File: src/rtl/hex_entry_editor.sv
// hex_entry_editor: five debounced buttons edit a 128-bit value one nibble at
// a time. It also reports the display window and the cursor position inside it,
// and it hands the committed value to a consumer over a valid/ready handshake.
module hex_entry_editor #(
    parameter int unsigned DEBOUNCE_CYCLES = 1000000
) (
    input  logic         clk,
    input  logic         rst,
    input  logic         btnL,
    input  logic         btnR,
    input  logic         btnU,
    input  logic         btnD,
    input  logic         btnC,
    input  logic         load_en,
    input  logic [127:0] load_data,
    output logic [127:0] data_out,
    output logic         out_valid,
    input  logic         out_ready,
    output logic [4:0]   win_idx,
    output logic [1:0]   cursor_pos,
    output logic         editing
);

    localparam int unsigned CW = (DEBOUNCE_CYCLES < 2) ? 1 : $clog2(DEBOUNCE_CYCLES);
    localparam logic [CW-1:0] CNT_LAST = CW'(DEBOUNCE_CYCLES - 1);
    localparam logic [CW-1:0] CNT_ONE  = CW'(1);
    localparam logic [CW-1:0] CNT_ZERO = CW'(0);

    // Button bit positions inside the conditioned vectors
    localparam int B_L = 0;
    localparam int B_R = 1;
    localparam int B_U = 2;
    localparam int B_D = 3;
    localparam int B_C = 4;

    typedef enum logic [0:0] {
        ST_EDIT = 1'b0,
        ST_HOLD = 1'b1
    } state_t;

    // Step one nibble by +1/-1 with 4-bit wrap. Nibble 0 sits at the MSBs.
    function automatic logic [127:0] nib_step(input logic [127:0] v,
                                              input logic [4:0]   idx,
                                              input logic         up);
        logic [127:0] r;
        logic [3:0]   n;
        r = v;
        n = 4'd0;
        for (int i = 0; i < 32; i++) begin
            if (5'(i) == idx) begin
                n = v[127-4*i -: 4];
                r[127-4*i -: 4] = up ? (n + 4'd1) : (n - 4'd1);
            end
        end
        return r;
    endfunction

    // Slide the window so that it just covers the cursor. Move it as little as possible.
    function automatic logic [4:0] win_follow(input logic [4:0] cur,
                                              input logic [4:0] win);
        logic [4:0] r;
        if (cur < win) begin
            r = cur;
        end else if (cur > (win + 5'd3)) begin
            r = cur - 5'd3;
        end else begin
            r = win;
        end
        return r;
    endfunction

    logic [4:0]    raw_s;
    logic [4:0]    sync1_q;
    logic [4:0]    sync2_q;
    logic [4:0]    stable_q;
    logic [4:0]    stable_d;
    logic [4:0]    stable_prev_q;
    logic [4:0]    pulse_q;
    logic [CW-1:0] cnt_q [5];
    logic [CW-1:0] cnt_d [5];

    state_t        state_q;
    logic [127:0]  data_q;
    logic          valid_q;
    logic          editing_q;
    logic [4:0]    cursor_q;
    logic [4:0]    cursor_d;
    logic [4:0]    win_q;
    logic [4:0]    win_d;
    logic [1:0]    cpos_q;
    logic [1:0]    cpos_d;
    logic [4:0]    cpos_diff_s;

    assign raw_s = {btnC, btnD, btnU, btnR, btnL};

    // Two-flop synchronizer for the asynchronous button levels
    always_ff @(posedge clk or posedge rst) begin
        if (rst) begin
            sync1_q <= 5'd0;
            sync2_q <= 5'd0;
        end else begin
            sync1_q <= raw_s;
            sync2_q <= sync1_q;
        end
    end

    // Debounce next state: count consecutive samples that differ from the stable level
    always_comb begin
        stable_d = stable_q;
        for (int b = 0; b < 5; b++) begin
            cnt_d[b] = cnt_q[b];
            if (sync2_q[b] != stable_q[b]) begin
                if (cnt_q[b] == CNT_LAST) begin
                    cnt_d[b]    = CNT_ZERO;
                    stable_d[b] = ~stable_q[b];
                end else begin
                    cnt_d[b] = cnt_q[b] + CNT_ONE;
                end
            end else begin
                cnt_d[b] = CNT_ZERO;
            end
        end
    end

    // Debounce state and press pulse generation. Only a stable 0->1 edge makes a pulse.
    always_ff @(posedge clk or posedge rst) begin
        if (rst) begin
            stable_q      <= 5'd0;
            stable_prev_q <= 5'd0;
            pulse_q       <= 5'd0;
            for (int b = 0; b < 5; b++) begin
                cnt_q[b] <= CNT_ZERO;
            end
        end else begin
            stable_q      <= stable_d;
            stable_prev_q <= stable_q;
            pulse_q       <= stable_q & ~stable_prev_q;
            for (int b = 0; b < 5; b++) begin
                cnt_q[b] <= cnt_d[b];
            end
        end
    end

    // Next cursor. Cursor moves only in EDIT, without load, and when no higher-priority commit is pending.
    always_comb begin
        cursor_d = cursor_q;
        if ((state_q == ST_EDIT) && !load_en && !pulse_q[B_C]) begin
            if (pulse_q[B_R]) begin
                if (cursor_q != 5'd31) begin
                    cursor_d = cursor_q + 5'd1;
                end else begin
                    cursor_d = cursor_q;
                end
            end else if (pulse_q[B_L]) begin
                if (cursor_q != 5'd0) begin
                    cursor_d = cursor_q - 5'd1;
                end else begin
                    cursor_d = cursor_q;
                end
            end else begin
                cursor_d = cursor_q;
            end
        end else begin
            cursor_d = cursor_q;
        end
        win_d       = win_follow(cursor_d, win_q);
        cpos_diff_s = cursor_d - win_d;
        cpos_d      = cpos_diff_s[1:0];
    end

    // Cursor, window and in-window offset registers
    always_ff @(posedge clk or posedge rst) begin
        if (rst) begin
            cursor_q <= 5'd0;
            win_q    <= 5'd0;
            cpos_q   <= 2'd0;
        end else begin
            cursor_q <= cursor_d;
            win_q    <= win_d;
            cpos_q   <= cpos_d;
        end
    end

    // Edit/hold state machine: applies the value edits and runs the commit handshake
    always_ff @(posedge clk or posedge rst) begin
        if (rst) begin
            state_q   <= ST_EDIT;
            data_q    <= 128'd0;
            valid_q   <= 1'b0;
            editing_q <= 1'b1;
        end else begin
            case (state_q)
                ST_EDIT: begin
                    if (load_en) begin
                        data_q <= load_data;
                    end else if (pulse_q[B_C]) begin
                        valid_q   <= 1'b1;
                        editing_q <= 1'b0;
                        state_q   <= ST_HOLD;
                    end else if (pulse_q[B_R] || pulse_q[B_L]) begin
                        data_q <= data_q;
                    end else if (pulse_q[B_U]) begin
                        data_q <= nib_step(data_q, cursor_q, 1'b1);
                    end else if (pulse_q[B_D]) begin
                        data_q <= nib_step(data_q, cursor_q, 1'b0);
                    end else begin
                        data_q <= data_q;
                    end
                end
                ST_HOLD: begin
                    if (valid_q && out_ready) begin
                        valid_q   <= 1'b0;
                        editing_q <= 1'b1;
                        state_q   <= ST_EDIT;
                    end else begin
                        valid_q <= valid_q;
                    end
                end
                default: begin
                    state_q   <= ST_EDIT;
                    valid_q   <= 1'b0;
                    editing_q <= 1'b1;
                end
            endcase
        end
    end

    assign data_out   = data_q;
    assign out_valid  = valid_q;
    assign win_idx    = win_q;
    assign cursor_pos = cpos_q;
    assign editing    = editing_q;

endmodule

File: config.mk
export PLATFORM = sky130hd
export DESIGN_NAME = hex_entry_editor
export DESIGN_NICKNAME = d
export VERILOG_FILES = /design/src/rtl/hex_entry_editor.sv
export SDC_FILE = /design/constraint.sdc
export NUM_CORES = 1
export LEC_CHECK = 0
export CELL_PAD_IN_SITES_DETAIL_PLACEMENT = 1
export CELL_PAD_IN_SITES_GLOBAL_PLACEMENT = 1
export CORE_ASPECT_RATIO = 0.8
export CORE_MARGIN = 2
export CORE_UTILIZATION = 45
export CTS_BUF_LIST = sky130_fd_sc_hd__clkbuf_8 sky130_fd_sc_hd__clkbuf_16
export DETAILED_ROUTE_END_ITERATION = 10
export DONT_BUFFER_PORTS = 1
export GPL_TIMING_DRIVEN = 1
export PLACE_DENSITY_LB_ADDON = 0.1
export SLEW_MARGIN = 20
export SYNTH_ARGS = -nofsm -noshare
export SYNTH_HDL_FRONTEND = slang
export SYNTH_SLANG_ARGS = --single-unit
File: constraint.sdc
create_clock -name clk -period 8.6 [get_ports clk]
set_clock_uncertainty 0.05 [all_clocks]
set_input_delay 0.86 -clock clk [delete_from_list [all_inputs] [get_ports clk]]
set_output_delay 0.86 -clock clk [all_outputs]
set_load 0.01 [all_outputs]
* Yosys cells after proc, flatten, opt, wreduce, memory -nomap -nowiden
Index checks and enable logic that the tools add are counted.
Widths: inputs -> output; s select.
** Storage, ports and cells
- Register bits after elaboration :: 268
- Bits of input ports :: 137
- Output and inout port bits :: 137
- Word-level logic and storage cells :: 360
** Operators by class
- $add $sub $neg :: 74
- Magnitude comparators :: 2
- Eq/ne operators :: 47
- Muxes and demuxes :: 98
- Bitwise operators :: 8
- Reduce and logical (&&, ||, !) cells :: 79
** Operators with widths (number)
- $mux 128 :: 5
- $mux 4 :: 64
- $mux 20 :: 10
- $reduce_and 5->1 :: 32
- $add 4x1->4 const B :: 32
- $sub 4x1->4 const B :: 32
- $add 20x1->20 const B :: 5
- $eq 20x20->1 const B :: 5
- $eq 5x5->1 const A :: 16
- $reduce_bool 2->1 :: 32
- $eq 4x5->1 const A :: 8
- $mux 5 :: 7
- $eq 3x5->1 const A :: 4
- $eq 2x5->1 const A :: 2
- $reduce_and 2->1 :: 5
- $mux 1 :: 9
- $ne 2x2->1 const B :: 4
- $not 1->1 :: 6
- $pmux 1 s2 :: 3
- $add 5x1->5 const B :: 1
- $add 5x2->5 const B :: 1
- $and 5x5->5 :: 1
- $eq 1x5->1 const A :: 1
- $gt 5x5->1 :: 1
- other kinds (15) :: 22

* Depth between registers and ports, before layout
- Depth in word-level cells :: 9
- Mapped depth :: 15
- Gate-level depth less buffers :: 15

* Least setup slack after synthesis
Ideal clock, no wire load.
- Path type :: flip-flop to flip-flop
- Start point :: register pulse_q[2]
- End point :: register data_q[79], in the netlist data_out[79]
- Setup time :: 0.101 ns
- Arrival time :: 3.951 ns
- Slack :: 4.498 ns
- Cell stages (with the launch flop) :: 11
- Cells stage by stage :: dfrtp_1 -> clkbuf_1 -> buf_2 -> inv_1 -> ha_1 -> a21o_1 -> a21oi_1 -> xnor2_1 -> nor3_1 -> a21oi_1 -> o32ai_1
** On the way
- Longest elaborated chain between the ends :: 4
- Elaborated cells on any way between the ends :: 6
- Classes of those cells :: mux (4); reduce/logical (2)
** Ends and longest elaborated chain
- start: declaration :: RTL line 78 : logic [4:0] pulse_q;
- start signal: assignment :: RTL line 137 : pulse_q <= stable_q & ~stable_prev_q;
- $mux 128 :: RTL line 202 : end else if (pulse_q[B_U]) begin
- $mux 128 :: RTL line 200 : end else if (pulse_q[B_R] || pulse_q[B_L]) begin
- $mux 128 :: RTL line 196 : end else if (pulse_q[B_C]) begin
- $mux 128 :: RTL line 194 : if (load_en) begin
- end signal: assignment :: RTL line 195 : data_q <= load_data;
- end signal: assignment :: RTL line 201 : data_q <= data_q;
- end signal: assignment :: RTL line 203 : data_q <= nib_step(data_q, cursor_q, 1'b1);
- end: declaration :: RTL line 83 : logic [127:0] data_q;
Several ways; a longest one is shown, not always the timed one. The select of a mux whose other input is x is not followed.
A chain may end at the register's enable or synchronous reset.

* Final worst setup path
- Start point :: register cursor_q[0]
- End point :: register cpos_q[1], in the netlist cursor_pos[1]
** On the way
- Longest elaborated chain between the ends :: 9
- Elaborated cells on any way between the ends :: 15
- Classes of those cells :: add/sub (4); order compare (2); eq/ne (1); mux (7); reduce/logical (1)
** Ends and longest elaborated chain
- start: declaration :: RTL line 86 : logic [4:0] cursor_q;
- start signal: assignment :: RTL line 178 : cursor_q <= cursor_d;
- $sub 5x1->5 / $reduce_bool 5->1 (equally long branches) :: RTL line 156, 155
- $mux 5 :: RTL line 155 : if (cursor_q != 5'd0) begin
- $mux 5 :: RTL line 154 : end else if (pulse_q[B_L]) begin
- $mux 5 * :: RTL line 148 : if (pulse_q[B_R]) begin
- $mux 5 * :: RTL line 147 : if ((state_q == ST_EDIT) && !load_en && !pulse_q[B_C]) begin
- via cursor_d[3] :: RTL line 87 : logic [4:0] cursor_d;
- $gt 5x5->1 :: RTL line 64 : end else if (cur > (win + 5'd3)) begin
- $mux 5 :: RTL line 64
- $mux 5 * :: RTL line 62 : if (cur < win) begin
- via win_d[0] :: RTL line 89 : logic [4:0] win_d;
- $sub 2x2->2 * :: RTL line 167 : cpos_diff_s = cursor_d - win_d;
- via cpos_diff_s[1] :: RTL line 92 : logic [4:0] cpos_diff_s;
- end signal: assignment :: RTL line 180 : cpos_q <= cpos_d;
- end: declaration :: RTL line 90 : logic [1:0] cpos_q;
Mark *: on every way through the listed nets, which the timed path passes. The rest lies on a longest branch.

==> flow_results.org <==
** CTS
- CTS buffer count :: 31
- CTS root buffer :: sky130_fd_sc_hd__clkbuf_16
- Clk_lat worst skew :: 0.58 ns
- Cts repair resizes :: 0
- Number of hold buffers added after cts :: 0
- In this run the post-CTS setup repair buffer count came out at 0.
- Total clock sinks :: 268
- Clock-pin slew was measured on the worst setup and hold paths at 0.06 ns.
- The longest clock path from root to sink contains 3 buffers.
- TritonCTS clock tree :: yes
- H-tree depth reported by CTS :: 1

** Logic synthesis
- Among all flip-flop cells after synthesis, the most frequent one is sky130_fd_sc_hd__dfrtp_1.
- A synthesized cell averages a little under 10 µm².
- Cell count after synthesis :: 1636
- Summing every instance area after synthesis gives 0.01588 mm².
- Portion of the post-synthesis area used by sequential elements :: 42.23%
- Post-synth ARST share :: 100.0%
- Counting flops and latches in the post-synthesis netlist gives around 270.
- Largest area contributor in the synthesized netlist :: sky130_fd_sc_hd__dfrtp_1
- The share of synthesized area in the top cell type comes to 42.07%.
- Unique cell type count in the Yosys netlist :: 64
- Top cells by area in the synthesized netlist :: sky130_fd_sc_hd__dfrtp_1 42%, sky130_fd_sc_hd__ha_1 6.9%, sky130_fd_sc_hd__xnor2_1 6.1%
- Number of enable-type register cells in the synthesized netlist :: 0
- Net count after synthesis :: 1893
- Number of warning messages in the yosys log :: 0

** Global route
- Global route total overflow :: 0
- Largest net degree at the start of global routing :: 241
- Global-route wire length before repair :: 68.84 mm
- For this run, the total global-route usage over all layers was measured as 23.15%.
- The initial antenna violation count is 1.
- The via count of the first global-routing pass came to roughly 12000.

** Power
- Summed over all cells, the static leakage comes to roughly 7.3 nW.
- VDD sags by at most 0.1507 mV.
- Total power per unit cell area :: 235.0 mW/mm²
- Power after layout :: between 4 and 5 mW

** Timing
- Final hold viol count :: 0
- Peak clock frequency supported by timing :: approximately 230 MHz
- Setup total negative slack on the finished layout was measured at 0 ns.
- For the finished layout, the period the worst path requires is 4.424 ns.
- At the pin with the least slew margin, the transition time is 1.091 ns.
- Setup repair after global routing left no endpoint under its margin.
- Normalized max-slew margin :: 27.28%
- Setup violators final :: 0
- The tightest hold path in the finished design has a slack of 0.2270 ns.
- Of the available clock period, the critical path in the final layout requires 51.44%.
- The count of pins over their slew limit came to 0.

** Final layout
- The filler cells instantiated in the layout total 3844.
- # nets final :: 1865
- Share of final-layout standard cells stronger than drive strength 1 :: 6.994%
- From synthesis to final layout, the design area changed by 8.752%.
- The library cell used most frequently in the layout, excluding fill and tap cells, is sky130_fd_sc_hd__dfrtp_1.
- Most frequent cells in the layout :: 266 x sky130_fd_sc_hd__dfrtp_1, 225 x sky130_fd_sc_hd__nor2_1, 186 x sky130_fd_sc_hd__a21oi_1
- Count of placed standard cells in the final layout, fillers left out :: about 2100

** Setup path
- Traced cell by cell, the critical path runs through inv_1 -> ha_1 -> or4b_4 -> a31oi_1 -> nor2_1 -> o22ai_1 -> inv_1 -> ha_1 -> o21ai_0 -> nor2_1 -> o32ai_1 -> mux2i_1 -> mux2i_1 -> ha_1 -> xnor2_1.
- Element type at the critical path end :: flop
- Class of the most critical setup path :: flop to flop
- At the worst endpoint, the arrival time is 4.84 ns.
- Counting stages on the worst path, the most repeated cell is sky130_fd_sc_hd__ha_1.
- Critical Path Start Type :: flop
- Data on the critical path is required at its endpoint by 9.02 ns.
- Master of the slowest instance on the critical path :: sky130_fd_sc_hd__or4b_4
- In this design, the stage delay of the slowest critical-path cell is around 0.55 ns.
- Of all nets on the critical path, the largest fanout is 11.

** Placement
- Routability-driven placement finished with a final weighted congestion of 0.7705.
- Quantity of I/O buffers inserted on ports :: 0
- Total half-perimeter wirelength after legalization and detailed placement :: 29.66 mm
- # placed instances :: a little over 2000

** Routing
- Residual DRC :: 0
- Vias per Instance :: 5.667
- Initial DRC count :: 597
- Wire segments on met3 add up to 2.652 mm in the final route.
- Avg WL per Cell :: 20.14 µm
- Summed over all layers, the routed wires come to between 40 and 50 mm.
- Post-Route M1 WL :: 19.27 mm
- The count of nets left with antenna violations once routing finished came out at 0.
- Vias after detailed routing :: 11920
- Detailed route wirelength on metal2 :: 19.49 mm
- The pre-antenna-repair detailed-routing pass consisted of 4 iterations.
- The highest metal layer carrying signal wires in the routed design is met4.

** Floorplan
- Total number of placement rows :: 61
- Die Area :: 0.03682 mm²
- The floorplan step set the die height to 172.0 µm.
- The total area inside the core boundary comes to 0.03473 mm².
- The initial utilization of the core area, before any placement, comes to 45.74%.
- From left edge to right edge, the die measures 214.0 µm.
- During I/O placement, the number of pins put on the boundary was 274.

** Job
- Max-cap violations in this run came to 0.

** Run status
- The flow ran to the end, and the final reports show no timing, DRC or antenna violations.

** Hold path
- In this run the worst hold path is classified as input pin to async pin.
-- logic make-up after synthesis --
kind of cell / count (synthesis) / synth area share (%)
adder cells (fa/ha/maj): 120 / 10.97
AO/OA/AOI/OAI: 360 / 13.31
AND/OR/NAND/NOR: 542 / 16.75
buffers and inverters: 115 / 3.183
XOR/XNOR: 163 / 9.036
multiplexers: 68 / 4.522
flip-flops: 268 / 42.23
-- where the power goes --
| part | switching (mW) | internal, mW | leakage [nW] |
|---|---|---|---|
| Clock | 0.549 | 0.813 | 0.545 |
| Combinational | 0.478 | 0.434 | 3.35 |
| Sequential | 0.348 | 1.44 | 3.37 |
-- final cells by class --
class | count | area, µm² | share of cell area [%]
Multi-Input combinational cell | 1253 | 8670 | 50.19
Sequential cell | 268 | 6709 | 38.84
Clock buffer | 39 | 885.9 | 5.129
Tap cell | 472 | 590.6 | 3.419
Inverter | 48 | 190.2 | 1.101
Clock inverter | 16 | 167.7 | 0.9707
Timing Repair Buffer | 6 | 57.56 | 0.3332
Antenna cell | 1 | 2.502 | 0.01449
-- per-layer routing --
metal,global-route usage (%),vias to the layer above
met5,0,-
met4,5.230,0
met3,6.051,56
met2,37.14,230
met1,31.58,5953
li1,-,5678
-- path summary, 6_finish.rpt --
kind | start | end | slack, ns | cells after the start
max | cursor_q[0] | cursor_pos[1] | 4.18 | 15
min | rst | sync1_q[3] | 0.23 | 1
max reg2reg | cursor_q[0] | cursor_pos[1] | 4.18 | 15
min reg2reg | sync1_q[4] | sync2_q[4] | 0.30 | 0
max in group asynchronous | rst | data_out[51] | 6.91 | 2
min in group clk | btnL | sync1_q[0] | 0.25 | 0
-- state kept, by name, summed over array words and instances (netlist names) --
name,count
state_q,1
stable_prev_q,5
stable_q,5
pulse_q,5
out_valid,1
win_idx,5
editing,1
data_out,128
cursor_pos,2
sync1_q,5
cursor_q,5
sync2_q,5
cnt_q,100
-- critical path: cells and delay by family (launching register included) --
| family | cells | cell delay, ns |
|---|---|---|
| compound gates | 4 | 1.22 |
| xor+xnor | 1 | 0.12 |
| fa+ha+maj | 3 | 1.06 |
| buf+inv | 2 | 0.39 |
| flops | 1 | 0.45 |
| mux | 2 | 0.37 |
| simple gates | 3 | 0.67 |
-- cell usage after synthesis (all sizes together), types with 2 or more instances --
cell      n
ha       88
nor4bb    2
or3       8
buf      38
dfrtp   267
nand3    65
nor2    250
xor2     52
nand2b    6
mux2     30
clkbuf   29
nor3b     2
a22oi     4
o22ai    17
nand4    15
nor4     19
nand2    92
a31oi    12
o21a      3
o32ai    16
inv      48
a21oi   187
a211oi   17
a21boi    2
or2       6
fa       32
and3b     2
nor3     36
nor2b     7
xnor2   111
and4     10
o21ai    56
a21o     35
and3     15
mux2i    38
nand3b    3
-- per-stage QoR --
| stage | setup WS [ns] | util [%] | area (µm²) |
|---|---|---|---|
| after floorplan | 0.3097 | - | 15880 |
| after global placement | 4.293 | 46.70 | 16220 |
| after detailed placement | 4.174 | 46.70 | 16220 |
| after CTS | 4.156 | 49.73 | 17270 |
| after global routing | 3.715 | 49.74 | 17270 |
| final | 4.176 | 49.74 | 17270 |
Note: power is estimated with default switching activity, not from simulation.
